$ cat src/rtl/mult_div_unit.sv
// mult_div_unit: multicycle signed multiply/divide unit for the MIPS datapath.
// mult runs a shift-add loop and div runs a restoring loop. Both loops work on
// operand magnitudes, and a final FIX step applies MIPS signs.
// Ports:
//   clk, reset        - rising-edge clock, synchronous active-high reset
//   start, op, a, b   - one-cycle request (op 0=mult, 1=div), sampled in IDLE
//   busy, done        - busy while an operation runs; done is a one-cycle pulse
//   hi, lo            - mult: product upper/lower; div: remainder/quotient
//   div_zero          - only with DIV_ZERO_EXC_EN: div by zero completes
//                       immediately, with hi/lo left unchanged
// Optional feature macro: DIV_ZERO_EXC_EN
module mult_div_unit #(
  parameter int unsigned WIDTH = 32,
  parameter int unsigned CNT_W = 6
) (
  input  logic             clk,
  input  logic             reset,
  input  logic             start,
  input  logic             op,
  input  logic [WIDTH-1:0] a,
  input  logic [WIDTH-1:0] b,
  output logic             busy,
  output logic             done,
  output logic [WIDTH-1:0] hi,
  output logic [WIDTH-1:0] lo
`ifdef DIV_ZERO_EXC_EN
  ,
  output logic             div_zero
`endif
);

  typedef enum logic [2:0] {S_IDLE, S_MUL, S_DIV, S_FIX, S_DONE} state_t;

  localparam logic [CNT_W-1:0] LAST = CNT_W'(WIDTH - 1);

  state_t             r_state;
  logic [CNT_W-1:0]   r_cnt;
  // Holds {carry/rem-msb, upper, lower}. For mult: upper = partial product and
  // lower = multiplier. For div: upper = remainder and lower = quotient.
  logic [2*WIDTH:0]   r_acc;
  logic [WIDTH-1:0]   r_mcand;  // |a| for mult, |b| for div
  logic               r_op;
  logic               r_sign_q;
  logic               r_sign_r;
  logic               r_busy;
  logic               r_done;
  logic [WIDTH-1:0]   r_hi;
  logic [WIDTH-1:0]   r_lo;
`ifdef DIV_ZERO_EXC_EN
  logic               r_dz_pend;
  logic               r_div_zero;
`endif

  logic [WIDTH-1:0]   w_a_mag;
  logic [WIDTH-1:0]   w_b_mag;
  logic [WIDTH:0]     w_mul_sum;
  logic [2*WIDTH:0]   w_mul_next;
  logic [2*WIDTH:0]   w_div_sh;
  logic [WIDTH:0]     w_div_diff;
  logic [2*WIDTH:0]   w_div_next;
  logic [2*WIDTH-1:0] w_prod;
  logic [2*WIDTH-1:0] w_prod_fix;
  logic [WIDTH-1:0]   w_quot_fix;
  logic [WIDTH-1:0]   w_rem_fix;

  // The magnitude of the most negative value wraps to itself. That result is
  // correct when it is read as unsigned.
  assign w_a_mag = a[WIDTH-1] ? (~a + WIDTH'(1)) : a;
  assign w_b_mag = b[WIDTH-1] ? (~b + WIDTH'(1)) : b;

  assign w_mul_sum  = {1'b0, r_acc[2*WIDTH-1:WIDTH]} + {1'b0, r_mcand};
  assign w_mul_next = r_acc[0] ? ({w_mul_sum, r_acc[WIDTH-1:0]} >> 1) : (r_acc >> 1);

  assign w_div_sh   = {r_acc[2*WIDTH-1:0], 1'b0};
  assign w_div_diff = w_div_sh[2*WIDTH:WIDTH] - {1'b0, r_mcand};
  assign w_div_next = w_div_diff[WIDTH] ? w_div_sh
                                        : {w_div_diff, w_div_sh[WIDTH-1:1], 1'b1};

  assign w_prod     = r_acc[2*WIDTH-1:0];
  assign w_prod_fix = r_sign_q ? (~w_prod + (2*WIDTH)'(1)) : w_prod;
  assign w_quot_fix = r_sign_q ? (~r_acc[WIDTH-1:0] + WIDTH'(1)) : r_acc[WIDTH-1:0];
  assign w_rem_fix  = r_sign_r ? (~r_acc[2*WIDTH-1:WIDTH] + WIDTH'(1))
                               : r_acc[2*WIDTH-1:WIDTH];

  always_ff @(posedge clk) begin
    if (reset) begin
      r_state    <= S_IDLE;
      r_cnt      <= '0;
      r_acc      <= '0;
      r_mcand    <= '0;
      r_op       <= 1'b0;
      r_sign_q   <= 1'b0;
      r_sign_r   <= 1'b0;
      r_busy     <= 1'b0;
      r_done     <= 1'b0;
      r_hi       <= '0;
      r_lo       <= '0;
`ifdef DIV_ZERO_EXC_EN
      r_dz_pend  <= 1'b0;
      r_div_zero <= 1'b0;
`endif
    end else begin
      r_done     <= 1'b0;
`ifdef DIV_ZERO_EXC_EN
      r_div_zero <= 1'b0;
`endif
      case (r_state)
        S_IDLE: begin
          if (start) begin
            r_op     <= op;
            r_sign_q <= a[WIDTH-1] ^ b[WIDTH-1];
            r_sign_r <= a[WIDTH-1];
            r_cnt    <= '0;
            r_acc    <= {{(WIDTH+1){1'b0}}, (op ? w_a_mag : w_b_mag)};
            r_mcand  <= op ? w_b_mag : w_a_mag;
            r_busy   <= 1'b1;
`ifdef DIV_ZERO_EXC_EN
            r_dz_pend <= op && (b == '0);
            if (op && (b == '0))
              r_state <= S_DONE;
            else
`endif
            r_state  <= op ? S_DIV : S_MUL;
          end
        end
        S_MUL: begin
          r_acc <= w_mul_next;
          r_cnt <= r_cnt + 1'b1;
          if (r_cnt == LAST) r_state <= S_FIX;
        end
        S_DIV: begin
          r_acc <= w_div_next;
          r_cnt <= r_cnt + 1'b1;
          if (r_cnt == LAST) r_state <= S_FIX;
        end
        S_FIX: begin
          if (r_op) begin
            r_hi <= w_rem_fix;
            r_lo <= w_quot_fix;
          end else begin
            {r_hi, r_lo} <= w_prod_fix;
          end
          r_state <= S_DONE;
        end
        S_DONE: begin
          // done/busy are registered, so the pulse shows in the cycle after DONE
          r_done  <= 1'b1;
          r_busy  <= 1'b0;
`ifdef DIV_ZERO_EXC_EN
          r_div_zero <= r_dz_pend;
          r_dz_pend  <= 1'b0;
`endif
          r_state <= S_IDLE;
        end
        default: r_state <= S_IDLE;
      endcase
    end
  end

  assign busy = r_busy;
  assign done = r_done;
  assign hi   = r_hi;
  assign lo   = r_lo;
`ifdef DIV_ZERO_EXC_EN
  assign div_zero = r_div_zero;
`endif

endmodule

$ cat config.mk
export PLATFORM = sky130hd
export DESIGN_NAME = mult_div_unit
export DESIGN_NICKNAME = d
export VERILOG_FILES = /design/src/rtl/mult_div_unit.sv
export SDC_FILE = /design/constraint.sdc
export NUM_CORES = 1
export LEC_CHECK = 0
export ABC_AREA = 1
export CORE_MARGIN = 5
export CORE_UTILIZATION = 40
export CTS_BUF_LIST = sky130_fd_sc_hd__clkbuf_4
export DETAILED_ROUTE_END_ITERATION = 12
export PLACE_DENSITY = 0.65
export SYNTH_ARGS = -nofsm -noshare
export SYNTH_HDL_FRONTEND = slang
export SYNTH_SLANG_ARGS = --single-unit
$ cat constraint.sdc
create_clock -name clk -period 3.5 [get_ports clk]
set_input_delay 0.7 -clock clk [delete_from_list [all_inputs] [get_ports clk]]
set_output_delay 0.7 -clock clk [all_outputs]
set_load 0.05 [all_outputs]
==> summary.txt <==
Critical path
  • Worst-path fanout max: 7
  • Worst setup EP type: flop
  • Startpoint-to-endpoint class of the critical path: reg2reg
  • Minimum setup slack among reg-to-reg paths: 0.34 ns
  • Delay contributed by the slowest stage of the critical path: 0.37 ns
  • Required arrival time at the worst endpoint: 4.08 ns
  • Startpoint of the worst-slack reg-to-reg timing path: r_acc[31]
  • Cell Chain, Critical Path: inv_1 -> ha_1 -> fa_1 -> inv_1 -> nand2_1 -> nand3_1 -> nand2_1 -> nand2_2 -> nand2_1 -> nand2_1 -> a21oi_1 -> o21bai_1 -> ha_1 -> inv_2 -> buf_4 -> nand2_1 -> a32oi_1 -> a21oi_1
  • Worst Path Arrival: 3.74 ns
  • R2R cell count: 18
  • Top Family by Delay on Critical Path: adder cells
  • Slowest library cell on the worst path: sky130_fd_sc_hd__dfxtp_1
  • Reg-to-Reg End: r_acc[32]
  • Critical path buffers and inverters: 4
  • Crit path launch type: flop
  • Origin of the worst setup path: r_acc[31]
  • Worst path most repeated cell: sky130_fd_sc_hd__nand2_1

Logic synthesis
  • Post-Syn Area per Cell: 5.539 sq um
  • Ys Warns: 0
  • Proportion of synthesized chip area in sequential cells: 0.1965
  • Synth unique cells: 53
  • Fraction of synthesis flops using an asynchronous set or reset pin: 0
  • Netlist area before placement: 17,830 sq um
  • Most used flip-flop cell after synthesis: sky130_fd_sc_hd__dfxtp_1
  • Syn Inst Count: 3,219
  • Number of enable flip-flop cells after synthesis: 0
  • FF+latch count, synth: 175
  • Synth Net Count: 3,359

Place
  • Post-detail-place hpwl: 62.38 mm
  • Total instance count after detailed placement: 3,898
  • Pre-CTS setup slack: 0.3504 ns
  • Placed Instance Area: 20,000 sq um
  • PortBufs: 133
  • Final estimated routing congestion in global placement: 1.086

Cells and area
  • Fill cell count: 4,959
  • Area Overhead vs Synth: 14.01%
  • Core occupancy in the finished layout: 0.4607
  • Area of all placed cells without fillers: 20,330 sq um
  • Share of final-layout standard cells stronger than drive strength 1: 0.04733
  • Net count reported at finish: 3,465
  • Post-route non-filler standard cell count: 3,932

CTS
  • Number of sinks driven by the clock tree: 175
  • Buffers inserted by post-CTS timing repair: 0
  • TritonCTS clock tree: done
  • Max Buffers Root-to-Sink: 2
  • Clock latency on the worst-skew pair: 0.70 ns
  • CTS Root Buffer Type: sky130_fd_sc_hd__clkbuf_4
  • Cts bufs inserted: 17
  • CTS HTree Levels: 4
  • Clock edge transition at the registers on the reported setup and hold paths: 0.20 ns

Floorplanning
  • Number of standard-cell rows in the floorplan: 77
  • Total core area: 44,120 sq um
  • Initial core utilization: 0.4041
  • Top-level I/O count: 134
  • Area of the die: 48,900 sq um
  • Y dimension of the die: 221.1 um
  • Die width: 221.1 um

Detailed routing
  • Met1 routed wirelength after detailed routing: 33.49 mm
  • Routed wire length on met2: 33.12 mm
  • Routed WL: 77.08 mm
  • Number of design-rule violations left by the first detailed-router iteration: 2,762
  • First-pass detailed-route iteration total: 6
  • Vias post-DR: 21,380
  • Final ANT Viol Nets: 0
  • Highest signal layer in the routed design: met4
  • Average wire length per cell after detail routing: 19.60 um
  • Number of design rule violations left after detail routing: 0
  • Via density per instance: 5.438
  • Length of routed met3 wiring: 6.923 mm

Power
  • Logic gate share of total power: 0.803
  • Maximum vdd drop: 0.0009592 V
  • Leakage power of the design: 10.40 nW
  • P_sw: 14.92 mW
  • Switching power as a share of total power: 0.6274
  • P_int: 8.862 mW
  • Total power density per cell area: 1170 nW/um^2
  • Total power draw: 23.79 mW
  • Share of total power in the clock network: 0.056
  • Part of the total power dissipated in sequential elements: 0.141

STA
  • Final worst clock skew: 0.03798 ns
  • Slew at the pin with the worst max-slew slack: 0.6861 ns
  • Slew Limit Fails: 0
  • Final worst slack: 0.3421 ns
  • Final period util: 0.9022
  • Final Hold Violating Endpoints: 0
  • Final count of negative-setup-slack endpoints: 0
  • Summed negative setup slack over all endpoints: 0 ns
  • Final critical path time including I/O delays and setup: 3.158 ns
  • Max_slew headroom: 0.5378
  • Worst Hold Margin: 0.4796 ns
  • Maximum clock rate: 0.3167 GHz
  • Setup repair after global routing missed its margin: false

Min path
  • Worst Hold End: r_acc[64]
  • Hold wc startpoint: r_acc[64]
  • Type of the tightest min-delay check: reg2reg
  • Worst Hold Depth: 2

Run
  • Max-capacitance violation count: 0

Global routing
  • Via count of the first global-routing pass: 18,950
  • Total routing usage reported by global routing: 0.2987
  • Global-route wire length before repair: 115.1 mm
  • Largest net degree at the start of global routing: 122
  • Initial antenna violation count: 2
  • GRT overflow: 0

Outcome
  • Outcome: finished clean
==> logic make-up (layout without fill, tap and decap cells) <==
kind of cell	count (synthesis)	count (layout)	share of synthesized area
AND/OR/NAND/NOR	1731	1731	0.4041
buffers and inverters	624	743	0.1338
AO/OA/AOI/OAI	537	537	0.1749
flip-flops	175	175	0.1965
XOR/XNOR	80	80	0.03930
adder cells (fa/ha/maj)	72	72	0.05137
other	0	2	0
==> power by group through the flow <==
stage,Sequential (mW),Combinational (mW),Clock [mW]
2_1_floorplan,3.56,11.9,0
3_3_place_gp,3.36,18.7,0
3_5_place_dp,3.37,18.5,0
4_1_cts,3.32,18.6,1.35
5_1_grt,3.39,20.8,1.43
6_report,3.36,19.1,1.32
==> registers in the layout, indices dropped and copies added (netlist names) <==
register  flops
r_acc        65
hi           32
lo           32
r_mcand      32
r_cnt         6
r_state       3
busy          1
done          1
r_op          1
r_sign_q      1
r_sign_r      1
==> how the worst max path moves through the flow <==
stage             endpoint  slack, ns  cells after the start
3_5_place_dp     r_acc[32]       0.35                     18
2_1_floorplan    r_acc[32]       0.55                     19
5_1_grt          r_acc[49]       0.04                     20
6_report         r_acc[32]       0.34                     18
4_1_cts          r_acc[32]       0.33                     18
3_3_place_gp   r_mcand[24]       0.36                     14
==> worst min-delay path, delay by kind of cell, from the launching register on <==
family           cells  cell delay (ns)
AO/OA/AOI/OAI        1             0.05
flip-flops           1             0.35
AND/OR/NAND/NOR      1             0.06
==> layout by cell type, fill, tap and decap left out, types with 5 or more instances in the layout <==
master	n
sky130_fd_sc_hd__o21bai_1	8
sky130_fd_sc_hd__inv_1	504
sky130_fd_sc_hd__o221ai_1	14
sky130_fd_sc_hd__o21ai_0	182
sky130_fd_sc_hd__clkbuf_4	17
sky130_fd_sc_hd__ha_1	70
sky130_fd_sc_hd__o22ai_1	6
sky130_fd_sc_hd__xnor2_1	22
sky130_fd_sc_hd__o211ai_1	47
sky130_fd_sc_hd__clkdlybuf4s50_1	132
sky130_fd_sc_hd__buf_4	55
sky130_fd_sc_hd__nand3_1	246
sky130_fd_sc_hd__nor3_1	33
sky130_fd_sc_hd__buf_12	6
sky130_fd_sc_hd__inv_2	10
sky130_fd_sc_hd__a31oi_1	6
sky130_fd_sc_hd__nand2_2	8
sky130_fd_sc_hd__o21ai_1	5
sky130_fd_sc_hd__nand4_1	37
sky130_fd_sc_hd__nor4_1	7
sky130_fd_sc_hd__nand3b_1	9
sky130_fd_sc_hd__dfxtp_1	175
sky130_fd_sc_hd__or2_2	7
sky130_fd_sc_hd__and2_1	7
sky130_fd_sc_hd__xor2_1	58
sky130_fd_sc_hd__nand2_1	1019
sky130_fd_sc_hd__a21oi_1	205
sky130_fd_sc_hd__o31ai_1	5
sky130_fd_sc_hd__nor2_1	325
sky130_fd_sc_hd__a221oi_1	31
sky130_fd_sc_hd__nor2_2	14
==> routing by layer <==
metal	track usage	up-vias
met1	0.4181	9611
met3	0.04598	162
met2	0.4629	1070
met4	0.1170	0
li1	-	10540
met5	0	-
==> Yosys cell counts (14+ instances only) <==
cell type,count,area (sq um)
sky130_fd_sc_hd__a221oi_1,31,271.5
sky130_fd_sc_hd__nand2_1,1020,3829
sky130_fd_sc_hd__clkbuf_1,62,232.7
sky130_fd_sc_hd__inv_1,504,1892
sky130_fd_sc_hd__nor2_1,325,1220
sky130_fd_sc_hd__a21oi_1,205,1026
sky130_fd_sc_hd__nor3_1,34,170.2
sky130_fd_sc_hd__xor2_1,58,508.0
sky130_fd_sc_hd__nand4_1,37,231.5
sky130_fd_sc_hd__nor2_2,14,87.58
sky130_fd_sc_hd__dfxtp_1,175,3503
sky130_fd_sc_hd__o21ai_0,182,910.9
sky130_fd_sc_hd__o221ai_1,14,122.6
sky130_fd_sc_hd__buf_2,34,170.2
sky130_fd_sc_hd__nand3_1,246,1231
sky130_fd_sc_hd__xnor2_1,22,192.7
sky130_fd_sc_hd__o211ai_1,47,352.8
sky130_fd_sc_hd__ha_1,70,875.8
==> cell type report <==
type / instances / area [sq um] / share of cell area
Multi-Input combinational cell: 2420 / 11960 / 0.5881
Sequential cell: 175 / 3503 / 0.1724
Inverter: 517 / 1943 / 0.09559
Timing Repair Buffer: 194 / 1859 / 0.09147
Tap cell: 592 / 740.7 / 0.03644
Clock inverter: 15 / 192.7 / 0.009479
Clock buffer: 17 / 127.6 / 0.006278
Antenna cell: 2 / 5.005 / 0.0002462
==> repair_timing <==
item | 4_1_cts | 5_1_grt
hold endpoints to repair | 0 | 0
endpoints found under the setup margin | 0 | 2
hold buffers | 0 | 0
resized for setup | 0 | 1
No activity file was read; power rests on OpenSTA's default activity.
